[config.mk]
export PLATFORM = sky130hd
export DESIGN_NAME = des_key_scheduler_flat
export DESIGN_NICKNAME = d
export VERILOG_FILES = /design/src/rtl/des_key_scheduler_pkg.sv /design/src/rtl/des_key_scheduler_if.sv /design/src/rtl/p_function.sv /design/src/rtl/des_key_scheduler.sv /design/src/flat_wrapper.sv
export SDC_FILE = /design/constraint.sdc
export NUM_CORES = 1
export LEC_CHECK = 0
export CAP_MARGIN = 30
export CORE_UTILIZATION = 40
export DETAILED_ROUTE_END_ITERATION = 6
export PLACE_DENSITY = 0.61
export SKIP_LAST_GASP = 1
export SYNTH_ARGS = -nofsm -noshare
export SYNTH_HDL_FRONTEND = slang
export SYNTH_SLANG_ARGS = --single-unit
[constraint.sdc]
create_clock -name clk -period 2.7 [get_ports clk]
set_input_delay 0.54 -clock clk [delete_from_list [all_inputs] [get_ports clk]]
set_output_delay 0.54 -clock clk [all_outputs]
set_load 0.01 [all_outputs]
[src/rtl/des_key_scheduler_pkg.sv]
// Shared DES constants: datapath widths, per-round rotate tables, PC-2 table,
// FSM encoding and the 28-bit half rotation helpers.
package des_key_scheduler_pkg;

  localparam int key_w  = 56;
  localparam int sub_w  = 48;
  localparam int half_w = 28;

  localparam int perm_pc2 = 5;

  typedef enum logic [0:0] {
    st_idle = 1'b0,
    st_run  = 1'b1
  } state_t;

  // Entry i holds the rotation applied when moving into round i+1.
  localparam logic [1:0] enc_rot [16] = '{
    2'd1, 2'd1, 2'd2, 2'd2, 2'd2, 2'd2, 2'd2, 2'd2,
    2'd1, 2'd2, 2'd2, 2'd2, 2'd2, 2'd2, 2'd2, 2'd1
  };
  localparam logic [1:0] dec_rot [16] = '{
    2'd0, 2'd1, 2'd2, 2'd2, 2'd2, 2'd2, 2'd2, 2'd2,
    2'd1, 2'd2, 2'd2, 2'd2, 2'd2, 2'd2, 2'd2, 2'd1
  };

  // 1-based DES bit numbers, DES bit 1 being the MSB of the 56-bit input.
  localparam int pc2_tab [48] = '{
    14, 17, 11, 24,  1,  5,  3, 28, 15,  6, 21, 10,
    23, 19, 12,  4, 26,  8, 16,  7, 27, 20, 13,  2,
    41, 52, 31, 37, 47, 55, 30, 40, 51, 45, 33, 48,
    44, 49, 39, 56, 34, 53, 46, 42, 50, 36, 29, 32
  };

  function automatic logic [half_w-1:0] rot_half(input logic [half_w-1:0] h,
                                                 input logic [1:0] amt,
                                                 input logic right);
    logic [half_w-1:0] r;
    case ({right, amt})
      3'b0_01: r = {h[half_w-2:0], h[half_w-1]};
      3'b0_10: r = {h[half_w-3:0], h[half_w-1:half_w-2]};
      3'b1_01: r = {h[0], h[half_w-1:1]};
      3'b1_10: r = {h[1:0], h[half_w-1:2]};
      default: r = h;
    endcase
    return r;
  endfunction

  function automatic logic [key_w-1:0] rot_cd(input logic [key_w-1:0] cd,
                                              input logic [1:0] amt,
                                              input logic right);
    return {rot_half(cd[key_w-1:half_w], amt, right),
            rot_half(cd[half_w-1:0], amt, right)};
  endfunction

endpackage

[src/rtl/des_key_scheduler_if.sv]
// Request/subkey handshake between the cipher control and the key scheduler.
interface des_key_scheduler_if;
  import des_key_scheduler_pkg::*;

  logic              start;
  logic              decrypt;
  logic [key_w-1:0]  key_in;
  logic              subkey_ready;
  logic              ready;
  logic              subkey_valid;
  logic [sub_w-1:0]  subkey;
  logic [4:0]        round;
  logic              done;

  modport master (
    output start, decrypt, key_in, subkey_ready,
    input  ready, subkey_valid, subkey, round, done
  );

  modport slave (
    input  start, decrypt, key_in, subkey_ready,
    output ready, subkey_valid, subkey, round, done
  );
endinterface

[src/rtl/p_function.sv]
// Fixed bit permutation selected by perm_id; only PC-2 (56 -> 48) is defined.
module p_function
  import des_key_scheduler_pkg::*;
#(
  parameter int in_w    = 56,
  parameter int out_w   = 48,
  parameter int perm_id = 5
) (
  input  logic [in_w-1:0]  din,
  output logic [out_w-1:0] dout
);

  logic unused_s;
  assign unused_s = ^din;

  generate
    if (perm_id == perm_pc2 && in_w == key_w && out_w == sub_w) begin : g_pc2
      for (genvar i = 0; i < out_w; i++) begin : g_bit
        assign dout[out_w-1-i] = din[in_w-pc2_tab[i]];
      end
    end else begin : g_none
      assign dout = '0;
    end
  endgenerate

endmodule

[src/rtl/des_key_scheduler.sv]
// Iterative DES subkey generator: one subkey per accepted handshake, K1..K16
// for encryption or K16..K1 for decryption.
module des_key_scheduler
  import des_key_scheduler_pkg::*;
(
  input  logic               clk,
  input  logic               rst,
  des_key_scheduler_if.slave bus
);

  state_t            state_r;
  logic [key_w-1:0]  cd_r;
  logic [4:0]        round_r;
  logic              dec_r;
  logic              done_r;
  logic [sub_w-1:0]  pc2_s;
  logic [1:0]        step_amt_s;

  p_function #(key_w, sub_w, perm_pc2) u_pc2 (
    .din  (cd_r),
    .dout (pc2_s)
  );

  // round_r is 1..15 whenever a step is taken, so its low nibble indexes the next round.
  assign step_amt_s = dec_r ? dec_rot[round_r[3:0]] : enc_rot[round_r[3:0]];

  // Round sequencing FSM: owns cd, round, the latched direction and the done pulse.
  always_ff @(posedge clk) begin
    if (rst) begin
      state_r <= st_idle;
      cd_r    <= '0;
      round_r <= 5'd0;
      dec_r   <= 1'b0;
      done_r  <= 1'b0;
    end else begin
      case (state_r)
        st_idle: begin
          done_r <= 1'b0;
          if (bus.start) begin
            state_r <= st_run;
            dec_r   <= bus.decrypt;
            round_r <= 5'd1;
            cd_r    <= rot_cd(bus.key_in,
                              bus.decrypt ? dec_rot[0] : enc_rot[0],
                              bus.decrypt);
          end
        end
        st_run: begin
          done_r <= 1'b0;
          if (bus.subkey_ready) begin
            if (round_r == 5'd16) begin
              state_r <= st_idle;
              round_r <= 5'd0;
              done_r  <= 1'b1;
            end else begin
              round_r <= round_r + 5'd1;
              cd_r    <= rot_cd(cd_r, step_amt_s, dec_r);
            end
          end
        end
        default: begin
          state_r <= st_idle;
          round_r <= 5'd0;
          done_r  <= 1'b0;
        end
      endcase
    end
  end

  assign bus.ready        = (state_r == st_idle);
  assign bus.subkey_valid = (state_r == st_run);
  assign bus.subkey       = (state_r == st_run) ? pc2_s : {sub_w{1'b0}};
  assign bus.round        = round_r;
  assign bus.done         = done_r;

endmodule

[src/flat_wrapper.sv]
// flat-port wrapper written by rule: the top's interface ports become plain ports
module des_key_scheduler_flat import des_key_scheduler_pkg::*;
  (clk, rst, bus_start, bus_decrypt, bus_key_in, bus_subkey_ready, bus_ready, bus_subkey_valid, bus_subkey, bus_round, bus_done);
  des_key_scheduler_if bus_i ();
  input  logic clk;
  input  logic rst;
  input wire logic [$bits(bus_i.start)-1:0] bus_start;
  input wire logic [$bits(bus_i.decrypt)-1:0] bus_decrypt;
  input wire logic [$bits(bus_i.key_in)-1:0] bus_key_in;
  input wire logic [$bits(bus_i.subkey_ready)-1:0] bus_subkey_ready;
  output wire logic [$bits(bus_i.ready)-1:0] bus_ready;
  output wire logic [$bits(bus_i.subkey_valid)-1:0] bus_subkey_valid;
  output wire logic [$bits(bus_i.subkey)-1:0] bus_subkey;
  output wire logic [$bits(bus_i.round)-1:0] bus_round;
  output wire logic [$bits(bus_i.done)-1:0] bus_done;
  assign bus_i.start = bus_start;
  assign bus_i.decrypt = bus_decrypt;
  assign bus_i.key_in = bus_key_in;
  assign bus_i.subkey_ready = bus_subkey_ready;
  assign bus_ready = bus_i.ready;
  assign bus_subkey_valid = bus_i.subkey_valid;
  assign bus_subkey = bus_i.subkey;
  assign bus_round = bus_i.round;
  assign bus_done = bus_i.done;
  des_key_scheduler u_core (.clk(clk), .rst(rst), .bus(bus_i));
endmodule
==> metrics.yaml <==
status: "finished, final reports clean"
switchingPower_w: 0.00105
start_util_pct: 41.1
crit_fanout: 14
async_flop_share_pct: 0
sw_frac_of_total_pct: 31.5
synthTopCellsByArea: "dfxtp_1 (22%), mux2i_1 (11%), a32o_1 (9.8%)"
die_h_um: 122
cts-buffers-inserted: 9
ys_warn_count: 0
path_class: "flip-flop to flip-flop"
tritoncts: "yes"
clock_power_share_pct: 37.6
syn_avg_cell_area_um2: 7.67
setup_viol: 0
antenna_cells: 0
critPathRequiredTime_ns: 2.93
post-place-ws_ns: 0.0754
h-tree-depth: 3
drv_cap: 0
grt_max_degree: 89
num_vias: 6528
cp_data_arrival_time_ns: 2.75
powerDensity_mw_per_mm2: 450
boundaryPins: 117
hold_path_class: "flip-flop to flip-flop"
drive_gt1_share_pct: 7.69
hold_viol_final: 0
grt_pass1_vias: 5970
num_rows: 43
p_int_w: 0.00229
clockBufferDepth: 2
totalWireLength_um: 18700
grt_overflow: 0
synth_area_leader_cell: "dfxtp_1"
seq_area_frac_synth_pct: 22.4
nets: 880
seq_power_share_pct: 35.4
syn-num-nets: 812
yosys.area.top_type_share_pct: 22.4
place.gp.congestion: 0.849
postSynthCellCount: 746
die_x_um: 122
slew_violations: 0
worstSetupStartpointType: "flip-flop"
clkTransAtPathRegs_ns: 0.06
dieArea_mm2: 0.0148
syn-cell-area_mm2: 0.00572
ant_nets: 0
relSlewSlack_pct: 50.8
synth-edff-count: 0
wl_per_cell_um: 18.7
dpl.hpwl_um: 12300
firstDrtPassIters: 5
area_delta_synth_final_pct: 29.8
power_frac_comb_pct: 27.0
ir_worst_vdd_uv: 213
clock.fmax_ghz: 0.397
layout.cells.non_filler: 999
synth_common_cells: "nand3_1 (86), nand2_1 (74), dfxtp_1 (64), mux2i_1 (63), clkbuf_1 (61)"
period_needed_ns: 2.52
worstMarginPinSlew_ns: 0.738
ys_seq_elements: 64
n_fill_cell: 1326
ys_types: 40
antenna_found_initial: 0
port_buffers: 116
fin_ws_ns: 0.181
placed_cells: 980
period_share_pct: 93.3
leakage_nw: 2.67
clock_sinks: 64
via_per_inst: 6.53
track_usage_pct: 25.6
skew_ns: 0.00392
clkLatencyLatePin_ns: 0.34
clockRootBuffer: "clkbuf_16"
core_mm2: 0.0139
grt_pass1_wl_um: 30800
critPathCaptureType: "flip-flop"
drc: 0
drt-initial-drc-count: 690
synthFlopType: "dfxtp_1"
synth_most_common_cell: "nand3_1"
[path summary, 6_finish.rpt]
path | start | end | slack [ns] | depth (start not counted)
setup / recovery | u_core.bus.round[1] | u_core.cd_r[52] | 0.18 | 9
hold / removal | u_core.dec_r | u_core.dec_r | 0.50 | 2
setup reg to reg | u_core.bus.round[1] | u_core.cd_r[52] | 0.18 | 9
hold reg to reg | u_core.dec_r | u_core.dec_r | 0.50 | 2
[layer usage]
metal,global-route usage (%),vias to the layer above,routed length [um]
met5,0,-,0
met4,8.87,0,274
met3,3.14,24,1240
met2,39.1,291,8510
met1,36.9,3158,8710
li1,-,3055,-
[final cells by class]
type                            instances  area, um^2  area share [%]
Sequential cell                        64        1280            17.3
Timing Repair Buffer                  148        1480            19.9
Inverter                                6        22.5           0.303
Multi-Input combinational cell        585        4090            55.1
Clock buffer                           14         284            3.82
Tap cell                              180         225            3.03
Clock inverter                          2        35.0           0.472
[repair_timing]
action,4_1_cts,5_1_grt
gates resized for setup,0,7
setup endpoints to repair,0,56
setup buffers,0,3
hold endpoints to repair,0,0
hold buffers,0,0
[registers in the layout (all words and copies together) (netlist names)]
name and cells:
u_core.bus.done 1, u_core.dec_r 1, u_core.bus.round 5, u_core.cd_r 56, u_core.bus.subkey_valid 1
[critical path, stage by stage (launching register included)]
cell and delay, ns:
dfxtp_1 0.40, inv_1 0.11, ha_1 0.22, mux2i_2 0.25
o221ai_2 0.16, buf_4 0.22, o21ai_4 0.19, a21oi_1 0.14
a221o_1 0.44, a32o_1 0.26
[cell usage in the layout (no fill, tap or decap), types with 30 or more instances in the layout]
cell type / synthesis / final
a22oi_1: 31 / 31
a31oi_1: 30 / 30
a32o_1: 56 / 56
and2_1: 50 / 50
clkdlybuf4s50_1: 0 / 115
dfxtp_1: 64 / 62
mux2i_1: 63 / 62
nand2_1: 74 / 74
nand3_1: 86 / 86
[per-stage QoR]
step | hold slack, ns | total power (W) | setup TNS, ns | util, % | instance area (um^2)
floorplan | 0.498 | 0.00172 | 0 | - | 5720
global placement | 0.491 | 0.00206 | 0 | 50.6 | 7050
detailed placement | 0.493 | 0.00208 | 0 | 50.6 | 7050
CTS | 0.501 | 0.00333 | 0 | 52.9 | 7370
global route | 0.531 | 0.00350 | -0.00173 | 53.3 | 7430
finish | 0.505 | 0.00334 | 0 | 53.3 | 7430
[cells by family (layout without fill, tap and decap cells)]
kind of cell / Yosys count / in the layout / synth area share (%)
flip-flops: 64 / 64 / 22.4
AO/OA/AOI/OAI: 249 / 249 / 35.2
buffers and inverters: 97 / 170 / 6.84
multiplexers: 63 / 63 / 11.0
adder cells (fa/ha/maj): 5 / 5 / 1.09
XOR/XNOR: 1 / 1 / 0.284
AND/OR/NAND/NOR: 267 / 267 / 23.2
[power by group through the flow]
stage | sequential [W] | clock (W) | combinational [W]
6_report | 0.00118 | 0.00126 | 0.000902
2_1_floorplan | 0.00115 | 0 | 0.000571
5_1_grt | 0.00119 | 0.00132 | 0.000986
4_1_cts | 0.00117 | 0.00127 | 0.000887
3_3_place_gp | 0.00119 | 0 | 0.000868
3_5_place_dp | 0.00120 | 0 | 0.000884
No activity file was read; power rests on OpenSTA's default activity.
==> edit (same flow settings) <==
`sub_w`: 48 -> 40.
--- a/src/rtl/des_key_scheduler_pkg.sv
+++ b/src/rtl/des_key_scheduler_pkg.sv
@@ -5,3 +5,3 @@
   localparam int key_w  = 56;
-  localparam int sub_w  = 48;
+  localparam int sub_w  = 40;
   localparam int half_w = 28;
Interface: changed (resized bus_subkey); port bits go from 117 to 109. No check against the original RTL was run, so the function may have changed too.
==> edit against the original RTL <==
Non-clock buffer count is 6 lower. Area after synthesis is 0.98% lower. Cell count is 1.4% lower. Total power is 4.1% lower. Utilization is 0.96 points lower. Critical path type is now reg -> out. Synthesized cell count is 1.2% lower. Wire length hardly changed. Sequential cell count stayed put. Largest cell class unchanged. Setup slack better by 0.056 ns. Register-to-register slack better by 0.07 ns. Highest routed layer unchanged. Design area is 2.6% lower.
==> edit: results (changes against the original RTL) <==
Finish
  – Data buffer area share: 19.18% (-0.77 points)
  – Post-route insts no fill: 985 (-1.4%)
  – Seq area share: 17.74% (+0.45 points)
  – Fraction of area in multi-input gates: 55.72% (+0.58 points)
  – Nets: 866 (-1.6%)
  – Clkbuf count: 13 (-1)
  – Share of cells above drive strength 1: 8.075% (+0.38 points)
  – Clk cell area share: 3.943% (-0.35 points)
  – Comb_multi_in: 577 (-1.4%)
  – Buffers, non-clock: 142 (-4.1%)

Placed design
  – PortBufs: 108 (-6.9%)
  – DP Worst Slack: 0.06342 ns (-0.01199 ns)
  – Post-Place Cell Area: 0.006937 mm2 (-1.7%)

STA
  – Tmin final: 2.463 ns (-0.05622 ns)
  – Worst hold slack: 0.5331 ns (+0.02833 ns)
  – Rel. slew slack: 58.47% (+7.6 points)
  – Clock Skew: 0.006785 ns (+0.002869 ns)

Power
  – Leakage: 2.595 nW (-3.0%)
  – PwrDens: 442.3 mW/mm2 (-1.6%)
  – Max VDD drop: 0.2863 mV (+34%)

Drt
  – Vias per inst: 6.610 (+1.2%)
  – Met2 WL: 8924 um (+4.9%)
  – Final wirelength: 18,740 um (about the same)
  – Initial DRC count: 704 (+2.0%)

Synthesis
  – Register area share after synthesis: 22.61% (+0.22 points)
  – Commonest cells post-synth: nand3_1, nand2_1, dfxtp_1
  – Synth top area cells: dfxtp_1, mux2i_1, a32o_1
  – Cells after Synth: 737 (-1.2%)

Global route
  – Pin count of the biggest net entering global routing: 68 (-24%)
  – Met2 Track Usage GR: 42.75% (+3.6 points)
  – Tot GR Track Use: 25.88% (+0.25 points)
  – First-pass GRT wire length: 30,620 um (-0.63%)

Worst setup path
  – Worst Path Arrival: 1.92 ns (-0.83 ns)
  – Family with the most delay on the worst path: buffers and inverters
  – Critical Path Fanout Max: 21 (+7)
  – CP max stage cell: dfxtp_2
  – Worst stage delay on the critical path: 0.55 ns (+0.11 ns)

Outcome
  – Outcome: completed
==> edit: logic make-up after synthesis <==
group | Yosys count | synth area share [%]
mux | 63 | 11.13
simple gates | 259 | 22.55
fa+ha+maj | 5 | 1.104
xor+xnor | 1 | 0.2872
flops | 64 | 22.61
buf+inv | 96 | 6.802
compound gates | 249 | 35.51
==> edit: report_power, final <==
group	internal, mW	leakage [nW]	switching, mW	total (mW)
clock network	0.692	0.145	0.453	1.15
registers	1.03	0.527	0.153	1.18
logic	0.425	1.92	0.447	0.871
total	2.15	2.59	1.05	3.20
==> edit: worst paths after layout <==
| check | startpoint | to |
|---|---|---|
| max | u_core.bus.subkey_valid | bus_subkey[24] |
| min | u_core.bus.round[4] | u_core.bus.round[4] |
| max reg2reg | u_core.bus.round[0] | u_core.cd_r[1] |
| min reg2reg | u_core.bus.round[4] | u_core.bus.round[4] |
==> edit: repair_timing <==
action	in CTS	in global routing
gates resized for setup	0	4
hold buffers	0	0
setup endpoints to repair	0	54
